==> src/rtl/buf_pkg.sv <==
// Shared types and constants for the buffer receive path.
// Contains the filter state enum, the counter-width helper and the synchroniser depth.
package buf_pkg;

    typedef enum logic {
        IDLE = 1'b0,
        QUAL = 1'b1
    } buf_rx_state_t;

    localparam int BUF_SYNC_STAGES = 2;

    // Width needed to hold values 0..stable_cycles.
    function automatic int buf_cnt_width(input int stable_cycles);
        return $clog2(stable_cycles + 1);
    endfunction

endpackage

==> src/rtl/buf_sync2.sv <==
// Two-flop synchroniser for a single asynchronous bit.
// It is reusable for any asynchronous input. The flops take RESET_VAL while reset is held.
module buf_sync2
    import buf_pkg::*;
#(
    parameter logic RESET_VAL = 1'b0
) (
    input  logic CLK,
    input  logic RST_N,
    input  logic D,
    output logic Q
);

    logic [BUF_SYNC_STAGES-1:0] stages;

    // Shift the raw input through the synchroniser chain.
    always_ff @(posedge CLK or negedge RST_N) begin
        if (!RST_N) begin
            stages <= {BUF_SYNC_STAGES{RESET_VAL}};
        end else begin
            stages <= {stages[BUF_SYNC_STAGES-2:0], D};
        end
    end

    assign Q = stages[BUF_SYNC_STAGES-1];

endmodule

==> src/rtl/buf_rx_filter.sv <==
// Glitch filter for an asynchronous input line.
// The line is synchronised first. Y then follows it only after the new level
// has held for STABLE_CYCLES consecutive clocks.
// Optional RISE/FALL edge pulses are built only when BUF_RX_EDGE_EN is defined.
// Otherwise both outputs are tied to 0.
//
// state | meaning
// IDLE  | synchronised input equals Y, counter cleared
// QUAL  | input differs from Y, counting consecutive stable cycles
module buf_rx_filter
    import buf_pkg::*;
#(
    parameter int   STABLE_CYCLES = 4,
    parameter logic RESET_VAL     = 1'b0
) (
    input  logic CLK,
    input  logic RST_N,
    input  logic A,
    output logic Y,
    output logic RISE,
    output logic FALL,
    output logic BUSY
);

    localparam int            CW       = buf_cnt_width(STABLE_CYCLES);
    localparam logic [CW-1:0] CNT_LAST = CW'(STABLE_CYCLES - 1);
    localparam logic [CW-1:0] CNT_ONE  = CW'(1);

    if (STABLE_CYCLES < 1 || STABLE_CYCLES > 255) begin : g_bad_param
        $error("buf_rx_filter: STABLE_CYCLES must be in 1..255");
    end

    logic          s2;
    buf_rx_state_t state, state_nxt;
    logic [CW-1:0] cnt, cnt_nxt;
    logic          y_q, y_nxt;

    buf_sync2 #(.RESET_VAL(RESET_VAL)) u_sync (
        .CLK   (CLK),
        .RST_N (RST_N),
        .D     (A),
        .Q     (s2)
    );

    // State, qualification counter and filtered output registers.
    always_ff @(posedge CLK or negedge RST_N) begin
        if (!RST_N) begin
            state <= IDLE;
            cnt   <= '0;
            y_q   <= RESET_VAL;
        end else begin
            state <= state_nxt;
            cnt   <= cnt_nxt;
            y_q   <= y_nxt;
        end
    end

    // Next-state logic. Any return to the old level throws away the accumulated count.
    always_comb begin
        state_nxt = state;
        cnt_nxt   = cnt;
        y_nxt     = y_q;
        case (state)
            IDLE: begin
                if (s2 != y_q) begin
                    if (STABLE_CYCLES == 1) begin
                        y_nxt = s2;
                    end else begin
                        cnt_nxt   = CNT_ONE;
                        state_nxt = QUAL;
                    end
                end
            end
            QUAL: begin
                if (s2 == y_q) begin
                    cnt_nxt   = '0;
                    state_nxt = IDLE;
                end else if (cnt == CNT_LAST) begin
                    y_nxt     = s2;
                    cnt_nxt   = '0;
                    state_nxt = IDLE;
                end else begin
                    cnt_nxt = cnt + CNT_ONE;
                end
            end
            default: begin
                cnt_nxt   = '0;
                state_nxt = IDLE;
            end
        endcase
    end

`ifdef BUF_RX_EDGE_EN
    logic rise_q, fall_q;

    // Edge pulses are registered together with Y, so they line up with the new level.
    always_ff @(posedge CLK or negedge RST_N) begin
        if (!RST_N) begin
            rise_q <= 1'b0;
            fall_q <= 1'b0;
        end else begin
            rise_q <= ~y_q & y_nxt;
            fall_q <= y_q & ~y_nxt;
        end
    end

    assign RISE = rise_q;
    assign FALL = fall_q;
`else
    assign RISE = 1'b0;
    assign FALL = 1'b0;
`endif

    assign Y    = y_q;
    assign BUSY = (state == QUAL);

endmodule

==> config.mk <==
export PLATFORM = sky130hd
export DESIGN_NAME = buf_rx_filter
export DESIGN_NICKNAME = d
export VERILOG_FILES = /design/src/rtl/buf_pkg.sv /design/src/rtl/buf_sync2.sv /design/src/rtl/buf_rx_filter.sv
export SDC_FILE = /design/constraint.sdc
export NUM_CORES = 1
export LEC_CHECK = 0
export CAP_MARGIN = 20
export CORE_AREA = 2 2 39 41
export DETAILED_ROUTE_END_ITERATION = 10
export DIE_AREA = 0 0 41 43
export MAX_ROUTING_LAYER = met4
export PLACE_DENSITY = 0.38
export SKIP_LAST_GASP = 1
export SLEW_MARGIN = 10
export SYNTH_ARGS = -nofsm -noshare
export SYNTH_HDL_FRONTEND = slang
export SYNTH_SLANG_ARGS = --single-unit
==> constraint.sdc <==
create_clock -name CLK -period 1.7 [get_ports CLK]
set_input_delay 0.255 -clock CLK [delete_from_list [all_inputs] [get_ports CLK]]
set_output_delay 0.255 -clock CLK [all_outputs]
set_load 0.02 [all_outputs]
==> flow_metrics.tcl, run 1 <==
set metrics [dict create \
    outcome "finished, final reports clean" \
    die_w_um 41 \
    p_leak_nw 0.1661 \
    cp_slowest_cell "clkdlybuf4s50_1" \
    cts_tree "done" \
    clock_latency_ns 0.25 \
    critical_path.cell_chain "clkdlybuf4s50_1" \
    fin_area_um2 375.4 \
    finish.utilization_pct 27.12 \
    dieHeight_um 43 \
    io_buffers 4 \
    start_util_pct 21.70 \
    die_area_mm2 0.001763 \
    syn2layout_area_growth_pct 25.00 \
    wl_per_cell_um 9.596 \
    ys_seq_area_share_pct 58.33 \
    num_rows 14 \
    cts.sinks 7 \
    placed_area_um2 349.1 \
    setup.worst_path.class "reg -> out" \
    ys_ff_latch 7 \
    reg2reg_to "Y" \
    rr_startpoint "cnt[0]" \
    min_path_type "in -> async" \
    rrSetupSlack_ns 0.41 \
    grt.total_usage_pct 8.299 \
    worstSetupStartpointType "flip-flop" \
    io-pin-count 7 \
    firstDrtPassIters 1 \
    multi_input_comb_area_um2 113.9 \
    holdWs_ns 0.2587 \
    clk_pin_slew_ns 0.05 \
    arrival_ns 1.30 \
    regArea_um2 175.2 \
    slew_violations 0 \
    antenna_found_initial 0 \
    dpl.cell_count 43 \
    netlist-cell-type-count 15 \
    cp_slowest_stage_delay_ns 0.63 \
    wl_um 451 \
    cp_max_fo 7 \
    fin_nets 36 \
    max_freq_ghz 0.6439 \
    peakVddDrop_mv 0.5614 \
    core_mm2 0.001384 \
    syn_avg_cell_area_um2 12.51 \
    grt_max_degree 8 \
    r2r_cells 4 \
    cpLargestDelayFamily "buffers and inverters" \
    ys_warn_count 0 \
    finalCritPeriodShare_pct 91.36 \
    cts_made_buffers 3 \
    drv_cap 0 \
    drc 0 \
    clock-root-buffer "clkbuf_4" \
    drt-initial-drc-count 0 \
    period_needed_ns 1.553 \
    worstSetupEndpointType "primary output" \
    diodes 0 \
    setup_viol 0 \
    timing.final.ws_setup_ns 0.1470 \
    grt_pass1_wl_um 814 \
    path_buf_inv 1 \
    finalHoldViolations 0 \
    rsz0062_at_grt "no" \
    gr-total-overflow 0 \
    h-tree-depth 1 \
    gp_congestion 0.6191 \
    vias_per_cell 3.851 \
    synth.cell_area_um2 300.3 \
    p_per_area_mw_per_mm2 1681 \
    n_fill_cell 151 \
    hold_buffers 0 \
    crit_required_ns 1.44 \
    power_mw 0.6309 \
    tns_ns 0 \
    grt_pass1_vias 198 \
    pre_cts_ws_ns 0.4064 \
    ctsResizeCount 0 \
    dr_total_vias 181 \
    synthCells 24 \
    final_cells 47 \
    cts_setup_buffers 0 \
    drive_gt1_share_pct 19.35 \
    antenna_left 0 \
    clock_path_buffers 2 \
    skew_ns 0.002337 \
]
-- area by class of cell --
class	count	area share [%]
timing repair buffer	4	10.67
clock buffer	4	7.000
sequential	7	46.67
tap	16	5.333
multi-input combinational	16	30.33
-- cells in the mapped netlist --
master | number | area share [%]
and2_2 | 1 | 2.5
and3b_1 | 1 | 2.9
buf_4 | 2 | 5.0
conb_1 | 1 | 1.2
dfrtp_1 | 7 | 58
ha_1 | 1 | 4.2
mux2_2 | 1 | 3.7
nand2_1 | 1 | 1.2
nand2b_1 | 1 | 2.1
nand3_1 | 1 | 1.7
nor2_1 | 1 | 1.2
nor2b_1 | 1 | 2.1
o21a_1 | 2 | 5.0
o21ai_0 | 2 | 3.3
xor2_2 | 1 | 5.4
-- registers in the layout, summed over array words and instances (netlist names) --
signal,cells
BUSY,1
cnt,3
u_sync.stages,2
Y,1
-- worst max path at each step --
stage | from | cells after the start | endpoint | slack [ns]
5_1_grt | BUSY | 1 | BUSY | 0.09
3_3_place_gp | cnt[0] | 4 | Y | 0.43
2_1_floorplan | cnt[0] | 4 | Y | 0.50
6_report | BUSY | 1 | BUSY | 0.15
4_1_cts | BUSY | 1 | BUSY | 0.13
3_5_place_dp | BUSY | 1 | BUSY | 0.41
-- cells in the final DEF, fill, tap and decap left out --
cell | netlist | layout
clkbuf_4 | 0 | 3
nor2b_1 | 1 | 1
and3b_1 | 1 | 1
o21a_1 | 2 | 2
ha_1 | 1 | 1
conb_1 | 1 | 2
clkbuf_1 | 0 | 1
clkdlybuf4s50_1 | 0 | 4
mux2_2 | 1 | 1
nand2_1 | 1 | 1
o21ai_0 | 2 | 2
nor2_1 | 1 | 1
nand3_1 | 1 | 1
xor2_2 | 1 | 1
and2_2 | 1 | 1
dfrtp_1 | 7 | 7
nand2b_1 | 1 | 1
-- power breakdown --
part	internal [mW]	switching [mW]	total, mW
clock network	0.0894	0.0584	0.148
registers	0.214	0.0480	0.262
logic	0.118	0.103	0.221
total	0.421	0.209	0.631
-- cells by family after synthesis --
logic type / share of synthesized area (%)
DFF: 58.33
and+or+nand+nor: 13.75
AOI/OAI and AO/OA: 8.332
buffers and inverters: 4.999
adders and majority gates: 4.166
other: 1.249
xor gates and xnor gates: 5.418
muxes: 3.750
-- worst register-to-register path, cell delays in order (launching register included) --
cell     delay [ns]
dfrtp_1        0.39
ha_1           0.21
nor2b_1        0.14
nand2_1        0.10
mux2_2         0.33
-- routing by layer --
layer | track usage [%] | part of all wire [%] | vias up
met5 | - | 0 | -
met4 | 8.000 | 0 | 0
met3 | 6.283 | 4.4 | 0
met2 | 9.375 | 52 | 4
met1 | 8.581 | 43 | 89
li1 | - | - | 88
No activity file was read; power rests on OpenSTA's default activity.
==> run 2: changes to the inputs <==
CTS_CLUSTER_SIZE = 30   (was default)
==> results of run 2 <==
No change in the layout: final DEF, timing and power equal those of run 1.
==> run 3: changes to the inputs <==
SLEW_MARGIN = default   (was 10)
==> results of run 3 <==
No change in the layout: final DEF, timing and power equal those of run 1.
